**src/rtl/riscv_pkg.sv**
```systemverilog
// riscv_pkg: shared constants and types for the pipelined core.
//  - XLEN / RADDR datapath and register-address widths
//  - ALU control encodings driven onto alu_control
//  - fwd_sel_t: which source an operand forward mux selected
package riscv_pkg;

    localparam int XLEN  = 64;
    localparam int RADDR = 5;

    localparam logic [3:0] ALU_AND  = 4'b0000;
    localparam logic [3:0] ALU_OR   = 4'b0001;
    localparam logic [3:0] ALU_ADD  = 4'b0010;
    localparam logic [3:0] ALU_SLTU = 4'b0011;
    localparam logic [3:0] ALU_XOR  = 4'b0100;
    localparam logic [3:0] ALU_SRL  = 4'b0101;
    localparam logic [3:0] ALU_SUB  = 4'b0110;
    localparam logic [3:0] ALU_SLT  = 4'b0111;
    localparam logic [3:0] ALU_SLL  = 4'b1000;
    localparam logic [3:0] ALU_SRA  = 4'b1101;

    typedef enum logic [1:0] {
        FWD_REG   = 2'd0,
        FWD_EXMEM = 2'd1,
        FWD_MEMWB = 2'd2
    } fwd_sel_t;

endpackage

```
**src/rtl/id_ex_operand_stage_fwd_mux.sv**
```systemverilog
// fwd_mux: operand bypass for one source register of the EX stage.
//  Inputs : rs (source address), reg_data (registered register-file value),
//           exmem_rd/exmem_reg_write/exmem_result, memwb_rd/memwb_reg_write/memwb_data
//  Outputs: value (operand to use), sel (which source was chosen)
//  IDEX_FORWARD_EN: when undefined the mux collapses to a wire (value = reg_data)
//  and the hazard unit stalls on RAW dependencies instead.
module fwd_mux
    import riscv_pkg::*;
#(
    parameter int XLEN  = riscv_pkg::XLEN,
    parameter int RADDR = riscv_pkg::RADDR
) (
    input  logic [RADDR-1:0] rs,
    input  logic [XLEN-1:0]  reg_data,
    input  logic [RADDR-1:0] exmem_rd,
    input  logic             exmem_reg_write,
    input  logic [XLEN-1:0]  exmem_result,
    input  logic [RADDR-1:0] memwb_rd,
    input  logic             memwb_reg_write,
    input  logic [XLEN-1:0]  memwb_data,
    output logic [XLEN-1:0]  value,
    output fwd_sel_t         sel
);

`ifdef IDEX_FORWARD_EN
    logic exmem_hit;
    logic memwb_hit;

    // x0 is hard-wired zero, so a write to it must never be bypassed.
    assign exmem_hit = exmem_reg_write && (exmem_rd != '0) && (exmem_rd == rs);
    assign memwb_hit = memwb_reg_write && (memwb_rd != '0) && (memwb_rd == rs);

    // EX/MEM holds the younger producer, so it wins over MEM/WB.
    always_comb begin
        value = reg_data;
        sel   = FWD_REG;
        if (exmem_hit) begin
            value = exmem_result;
            sel   = FWD_EXMEM;
        end else if (memwb_hit) begin
            value = memwb_data;
            sel   = FWD_MEMWB;
        end
    end
`else
    logic unused_fwd_inputs;

    assign value = reg_data;
    assign sel   = FWD_REG;
    assign unused_fwd_inputs = ^{rs, exmem_rd, exmem_reg_write, exmem_result,
                                 memwb_rd, memwb_reg_write, memwb_data};
`endif

endmodule

```
**src/rtl/id_ex_operand_stage.sv**
```systemverilog
// id_ex_operand_stage: ID/EX pipeline register with operand forwarding and
// load-use hazard detection.
//  Inputs : decoded ID fields (id_*), EX/MEM and MEM/WB write-back info,
//           mem_stall (hold everything), flush (kill the ID instruction)
//  Outputs: hazard_stall (comb, hold PC and IF/ID), registered EX controls,
//           alu_a/alu_b (signed view), alu_c/alu_d (same bits, unsigned view),
//           ex_store_data (forwarded rs2, independent of alu_src)
//  Update priority: mem_stall > flush > hazard_stall > load.
//  IDEX_FORWARD_EN defined  : EX/MEM and MEM/WB bypass onto the registered operands.
//  IDEX_FORWARD_EN undefined: no bypass; hazard_stall also covers RAW on the
//                             EX and EX/MEM destinations.
module id_ex_operand_stage
    import riscv_pkg::*;
#(
    parameter int XLEN  = riscv_pkg::XLEN,
    parameter int RADDR = riscv_pkg::RADDR
) (
    input  logic             clk,
    input  logic             rst_n,
    input  logic             id_valid,
    input  logic [RADDR-1:0] id_rs1,
    input  logic [RADDR-1:0] id_rs2,
    input  logic [XLEN-1:0]  id_rs1_data,
    input  logic [XLEN-1:0]  id_rs2_data,
    input  logic [XLEN-1:0]  id_imm,
    input  logic             id_alu_src,
    input  logic [3:0]       id_alu_ctrl,
    input  logic [RADDR-1:0] id_rd,
    input  logic             id_reg_write,
    input  logic             id_mem_read,
    input  logic             id_mem_write,
    input  logic             id_mem_to_reg,
    input  logic [RADDR-1:0] exmem_rd,
    input  logic             exmem_reg_write,
    input  logic [XLEN-1:0]  exmem_result,
    input  logic [RADDR-1:0] memwb_rd,
    input  logic             memwb_reg_write,
    input  logic [XLEN-1:0]  memwb_data,
    input  logic             mem_stall,
    input  logic             flush,
    output logic             hazard_stall,
    output logic             ex_valid,
    output logic [3:0]       alu_control,
    output logic [XLEN-1:0]  alu_a,
    output logic [XLEN-1:0]  alu_b,
    output logic [XLEN-1:0]  alu_c,
    output logic [XLEN-1:0]  alu_d,
    output logic [XLEN-1:0]  ex_store_data,
    output logic [RADDR-1:0] ex_rd,
    output logic             ex_reg_write,
    output logic             ex_mem_read,
    output logic             ex_mem_write,
    output logic             ex_mem_to_reg
);

    logic             valid_q,      valid_d;
    logic [3:0]       alu_ctrl_q,   alu_ctrl_d;
    logic [RADDR-1:0] rs1_q,        rs1_d;
    logic [RADDR-1:0] rs2_q,        rs2_d;
    logic [XLEN-1:0]  rs1_data_q,   rs1_data_d;
    logic [XLEN-1:0]  rs2_data_q,   rs2_data_d;
    logic [XLEN-1:0]  imm_q,        imm_d;
    logic             alu_src_q,    alu_src_d;
    logic [RADDR-1:0] rd_q,         rd_d;
    logic             reg_write_q,  reg_write_d;
    logic             mem_read_q,   mem_read_d;
    logic             mem_write_q,  mem_write_d;
    logic             mem_to_reg_q, mem_to_reg_d;

    logic [XLEN-1:0]  fwd_rs1;
    logic [XLEN-1:0]  fwd_rs2;
    fwd_sel_t         rs1_sel;
    fwd_sel_t         rs2_sel;
    logic             unused_sel;

    logic             ex_hit;
    logic             load_use;
    logic             raw_stall;

    // ------------------------------------------------------------------
    // Hazard detection (looks at the ID sources against the EX occupant)
    // ------------------------------------------------------------------
    assign ex_hit   = (rd_q != '0) && ((rd_q == id_rs1) || (rd_q == id_rs2));
    assign load_use = valid_q && mem_read_q && ex_hit;

`ifdef IDEX_FORWARD_EN
    assign raw_stall = 1'b0;
`else
    // Without bypassing, any producer still in EX or EX/MEM must retire to
    // MEM/WB first; the register file's write-before-read covers the rest.
    logic exmem_hit_id;
    assign exmem_hit_id = exmem_reg_write && (exmem_rd != '0) &&
                          ((exmem_rd == id_rs1) || (exmem_rd == id_rs2));
    assign raw_stall = (valid_q && reg_write_q && ex_hit) || exmem_hit_id;
`endif

    assign hazard_stall = (load_use || raw_stall) && id_valid && !flush && !mem_stall;

    // ------------------------------------------------------------------
    // Next-state for the ID/EX register
    // ------------------------------------------------------------------
    always_comb begin
        valid_d      = valid_q;
        alu_ctrl_d   = alu_ctrl_q;
        rs1_d        = rs1_q;
        rs2_d        = rs2_q;
        rs1_data_d   = rs1_data_q;
        rs2_data_d   = rs2_data_q;
        imm_d        = imm_q;
        alu_src_d    = alu_src_q;
        rd_d         = rd_q;
        reg_write_d  = reg_write_q;
        mem_read_d   = mem_read_q;
        mem_write_d  = mem_write_q;
        mem_to_reg_d = mem_to_reg_q;
        if (mem_stall) begin
            // hold: defaults already keep every register
        end else if (flush || hazard_stall) begin
            // Bubble clears rs addresses too, so it can never match a bypass.
            valid_d      = 1'b0;
            alu_ctrl_d   = '0;
            rs1_d        = '0;
            rs2_d        = '0;
            rs1_data_d   = '0;
            rs2_data_d   = '0;
            imm_d        = '0;
            alu_src_d    = 1'b0;
            rd_d         = '0;
            reg_write_d  = 1'b0;
            mem_read_d   = 1'b0;
            mem_write_d  = 1'b0;
            mem_to_reg_d = 1'b0;
        end else begin
            valid_d      = id_valid;
            alu_ctrl_d   = id_alu_ctrl;
            rs1_d        = id_rs1;
            rs2_d        = id_rs2;
            rs1_data_d   = id_rs1_data;
            rs2_data_d   = id_rs2_data;
            imm_d        = id_imm;
            alu_src_d    = id_alu_src;
            rd_d         = id_rd;
            reg_write_d  = id_reg_write;
            mem_read_d   = id_mem_read;
            mem_write_d  = id_mem_write;
            mem_to_reg_d = id_mem_to_reg;
        end
    end

    always_ff @(posedge clk or negedge rst_n) begin
        if (!rst_n) begin
            valid_q      <= 1'b0;
            alu_ctrl_q   <= '0;
            rs1_q        <= '0;
            rs2_q        <= '0;
            rs1_data_q   <= '0;
            rs2_data_q   <= '0;
            imm_q        <= '0;
            alu_src_q    <= 1'b0;
            rd_q         <= '0;
            reg_write_q  <= 1'b0;
            mem_read_q   <= 1'b0;
            mem_write_q  <= 1'b0;
            mem_to_reg_q <= 1'b0;
        end else begin
            valid_q      <= valid_d;
            alu_ctrl_q   <= alu_ctrl_d;
            rs1_q        <= rs1_d;
            rs2_q        <= rs2_d;
            rs1_data_q   <= rs1_data_d;
            rs2_data_q   <= rs2_data_d;
            imm_q        <= imm_d;
            alu_src_q    <= alu_src_d;
            rd_q         <= rd_d;
            reg_write_q  <= reg_write_d;
            mem_read_q   <= mem_read_d;
            mem_write_q  <= mem_write_d;
            mem_to_reg_q <= mem_to_reg_d;
        end
    end

    // ------------------------------------------------------------------
    // Operand forwarding on the registered sources
    // ------------------------------------------------------------------
    fwd_mux #(.XLEN(XLEN), .RADDR(RADDR)) u_fwd_rs1 (
        .rs              (rs1_q),
        .reg_data        (rs1_data_q),
        .exmem_rd        (exmem_rd),
        .exmem_reg_write (exmem_reg_write),
        .exmem_result    (exmem_result),
        .memwb_rd        (memwb_rd),
        .memwb_reg_write (memwb_reg_write),
        .memwb_data      (memwb_data),
        .value           (fwd_rs1),
        .sel             (rs1_sel)
    );

    fwd_mux #(.XLEN(XLEN), .RADDR(RADDR)) u_fwd_rs2 (
        .rs              (rs2_q),
        .reg_data        (rs2_data_q),
        .exmem_rd        (exmem_rd),
        .exmem_reg_write (exmem_reg_write),
        .exmem_result    (exmem_result),
        .memwb_rd        (memwb_rd),
        .memwb_reg_write (memwb_reg_write),
        .memwb_data      (memwb_data),
        .value           (fwd_rs2),
        .sel             (rs2_sel)
    );

    // Selects are kept for debug visibility only.
    assign unused_sel = ^{rs1_sel, rs2_sel};

    // ------------------------------------------------------------------
    // EX-stage outputs
    // ------------------------------------------------------------------
    assign ex_valid      = valid_q;
    assign alu_control   = alu_ctrl_q;
    assign alu_a         = fwd_rs1;
    assign alu_b         = alu_src_q ? imm_q : fwd_rs2;
    assign alu_c         = alu_a;
    assign alu_d         = alu_b;
    assign ex_store_data = fwd_rs2;
    assign ex_rd         = rd_q;
    assign ex_reg_write  = reg_write_q;
    assign ex_mem_read   = mem_read_q;
    assign ex_mem_write  = mem_write_q;
    assign ex_mem_to_reg = mem_to_reg_q;

endmodule

```
**config.mk**
```make
export PLATFORM = sky130hd
export DESIGN_NAME = id_ex_operand_stage
export DESIGN_NICKNAME = d
export VERILOG_FILES = /design/src/rtl/riscv_pkg.sv /design/src/rtl/id_ex_operand_stage_fwd_mux.sv /design/src/rtl/id_ex_operand_stage.sv
export SDC_FILE = /design/constraint.sdc
export NUM_CORES = 1
export LEC_CHECK = 0
export ABC_AREA = 1
export BUFFER_PORTS_ARGS = -buffer_cell sky130_fd_sc_hd__buf_2
export CORE_AREA = 4 4 267 269
export DETAILED_ROUTE_END_ITERATION = 8
export DIE_AREA = 0 0 271 273
export GPL_ROUTABILITY_DRIVEN = 0
export SKIP_CTS_REPAIR_TIMING = 1
export SLEW_MARGIN = 20
export SYNTH_ARGS = -nofsm -noshare
export SYNTH_HDL_FRONTEND = slang
export SYNTH_SLANG_ARGS = --single-unit
```
**constraint.sdc**
```tcl
create_clock -name clk -period 3.8 [get_ports clk]
set_input_delay 0.38 -clock clk [delete_from_list [all_inputs] [get_ports clk]]
set_output_delay 0.38 -clock clk [all_outputs]
set_load 0.02 [all_outputs]
```
==> impl_metrics.env <==
export IMPL_syn_nets=1988
export IMPL_synth_edf_count=0
export IMPL_syn_to_final_growth_pct=31.6
export IMPL_drcViolationCount=0
export IMPL_grt_pass1_vias=10400
export IMPL_initial_core_util=0.174
export IMPL_largest_registers="imm_q: 64 flops, rs1_data_q: 64 flops, rs2_data_q: 64 flops"
export IMPL_fmaxAchievable_mhz=360
export IMPL_h_tree_depth=1
export IMPL_synth_warnings=0
export IMPL_synth_cells=1627
export IMPL_ir_worst_vdd_uv=389
export IMPL_drtAntennaViolNets=0
export IMPL_io_pins=696
export IMPL_num_rows=96
export IMPL_synth_flop_cell="dfrtp_1"
export IMPL_timing_rr_start="ex_rd[0]$_DFFE_PN0N_"
export IMPL_yosys_register_bits=207
export IMPL_cts_clk_slew_worst_paths_ps=60
export IMPL_async_flop_share=1.00
export IMPL_post_dp_cell_area_um2=14700
export IMPL_drtIter0Drc=542
export IMPL_start_kind="flip-flop"
export IMPL_cp_end_kind="output pin"
export IMPL_finalHoldViolations=0
export IMPL_grt_pass1_wl_mm=62.6
export IMPL_arrival_ps=2400
export IMPL_die_w_um=271
export IMPL_die_area_um2=74000
export IMPL_cts_sinks=207
export IMPL_status="completed"
export IMPL_switching_share=0.322
export IMPL_drt_wirelength_per_cell_um=14.2
export IMPL_p_switching_mw=2.22
export IMPL_period_needed_ps=2780
export IMPL_ys_seq_area_frac=0.435
export IMPL_p_int_mw=4.66
export IMPL_critical_path_class="flip-flop to output pin"
export IMPL_highest_layer="met5"
export IMPL_wl_met1_mm=17.6
export IMPL_cts_tree="done"
export IMPL_hpwl_mm=29.7
export IMPL_final_nets=2369
export IMPL_tightestPinTransition_ps=901
export IMPL_pwr_share_clk=0.416
export IMPL_final_area_um2=15700
export IMPL_rr_worst_depth=12
export IMPL_cts_root_buf="clkbuf_16"
export IMPL_synth_distinct_cells=20
export IMPL_cp_max_fo=95
export IMPL_reg2reg_slack_ps=1470
export IMPL_cap_viol_max_count=0
export IMPL_clk_latency_ps=560
export IMPL_finalSetupViolations=0
export IMPL_synth_area_um2=11900
export IMPL_syn_avg_cell_area_um2=7.32
export IMPL_p_per_area_nw_per_um2=439
export IMPL_max_slew_margin=0.399
export IMPL_io_buffers=561
export IMPL_antenna_found_initial=12
export IMPL_dr_wl_met3_mm=3.42
export IMPL_fill_cells=7648
export IMPL_firstDrtPassIters=4
export IMPL_grt_util_all_layers=0.107
export IMPL_seqPwrFrac=0.368
export IMPL_drive_gt1_frac=0.343
export IMPL_finalCritPeriodShare=0.731
export IMPL_rsz0062_at_grt="false"
export IMPL_min_path_type="input port to flip-flop"
export IMPL_hold_start="id_rs1_data[35]"
export IMPL_required_ps=3420
export IMPL_gr_total_overflow=0
export IMPL_vias=11100
export IMPL_die_h_um=273
export IMPL_cts_buffers=28
export IMPL_skew_ps=12.7
export IMPL_grt_max_degree=168
export IMPL_drt_total_wl_mm=42.2
export IMPL_worstSetupEndpoint="hazard_stall"
export IMPL_setup_worst_path_start="ex_rd[0]$_DFFE_PN0N_"
export IMPL_timing_rr_end="imm_q[34]$_DFFE_PN0N_"
export IMPL_core_um2=68600
export IMPL_combPwrFrac=0.217
export IMPL_wl_met2_mm=20.2
export IMPL_fin_tns_setup_ps=0
export IMPL_cts_buffer_depth=3
export IMPL_power_leakage_nw=9.66
export IMPL_slew_violations=0
export IMPL_via_per_inst=3.73
[critical path, stage by stage (launching register included)]
cell     delay [ps]
dfrtp_1         450
inv_1            60
nand2_1          60
nand2_1          50
nor2_1          120
nand3_1          90
nand2_1          70
nand2_1          50
nand2_2         120
nand2_8         410
inv_1           150
buf_2           180
[through the flow]
| step | setup slack, ps | power [mW] | instances | util | hold WS, ps |
|---|---|---|---|---|---|
| finish | 1020 | 6.88 | 2963 | 0.229 | 120 |
| global route | 689 | 7.24 | 2962 | 0.229 | 99.1 |
| CTS | 947 | 7.03 | 2960 | 0.228 | -151 |
| detailed placement | 1380 | 4.08 | 2908 | 0.214 | 460 |
| global placement | 1400 | 4.07 | 2908 | 0.214 | 457 |
| floorplan | 1980 | 3.59 | 1627 | - | 84.4 |
[synthesized netlist by cell type, types with 2 or more instances]
master,instances,share of area
clkbuf_1,58,0.018
buf_4,128,0.081
buf_2,14,0.0059
inv_2,4,0.0013
mux2_2,64,0.060
inv_1,227,0.072
o21ai_0,2,0.00084
nand3_1,211,0.089
nor2_1,217,0.068
nand4_1,2,0.0010
buf_6,14,0.013
dfrtp_1,207,0.43
xnor2_1,4,0.0029
buf_1,10,0.0032
nand2_1,460,0.14
[cell usage in the layout (no fill, tap or decap)]
master	Yosys	final
diode_2	0	2
bufinv_16	0	4
inv_6	0	3
xor2_1	1	1
nand4_1	2	2
nand2_2	1	1
clkbuf_8	0	5
clkinv_2	0	7
o21ai_0	2	2
inv_2	4	3
dfrtp_4	0	1
buf_12	0	7
buf_2	14	559
o211ai_1	1	1
dfrtp_1	207	206
dlygate4sd3_1	0	1
xnor2_1	4	4
nand2_1	460	460
buf_8	1	2
clkbuf_16	0	29
nand3_1	211	211
clkinv_4	0	3
mux2_2	64	64
nand2_8	0	1
nor2_1	217	217
buf_4	128	7
inv_1	227	227
clkbuf_1	58	2
[kinds of logic after synthesis]
group | Yosys count | share of synthesized area
and+or+nand+nor | 892 | 0.304
xor gates and xnor gates | 5 | 0.00368
buffers and inverters | 456 | 0.195
muxes | 64 | 0.0605
DFF | 207 | 0.435
AOI/OAI and AO/OA | 3 | 0.00147
[power by group through the flow]
stage / combinational (mW) / clock [mW] / sequential [mW]
floorplan: 0.921 / 0 / 2.67
global placement: 1.50 / 0 / 2.56
detailed placement: 1.51 / 0 / 2.56
CTS: 1.52 / 2.98 / 2.53
global route: 1.63 / 3.06 / 2.55
finish: 1.49 / 2.86 / 2.53
[how the worst min path moves through the flow]
stage / depth (start not counted) / slack (ps) / end
detailed placement: 2 / 460 / imm_q[63]$_DFFE_PN0N_
global placement: 2 / 460 / imm_q[45]$_DFFE_PN0N_
floorplan: 0 / 80 / alu_control[0]$_DFFE_PN0N_
CTS: 1 / -150 / rs1_data_q[42]$_DFFE_PN0N_
finish: 5 / 120 / rs1_data_q[35]$_DFFE_PN0N_
global route: 5 / 100 / rs1_data_q[2]$_DFFE_PN0N_
[area by class of cell]
cell class / count / area (um2) / area share
inverter: 231 / 872 / 0.0556
timing repair buffer: 576 / 3030 / 0.193
sequential: 207 / 5180 / 0.331
multi-input combinational: 964 / 4420 / 0.282
clock inverter: 16 / 199 / 0.0127
clock buffer: 36 / 802 / 0.0512
tap: 931 / 1160 / 0.0743
antenna: 2 / 5.00 / 0.000319
[metal layers]
metal,track usage,vias up
met5,0,-
met4,0.0226,10
met3,0.0317,56
met2,0.184,402
met1,0.132,5054
li1,-,5541
Power figures use the tool's default switching activity.
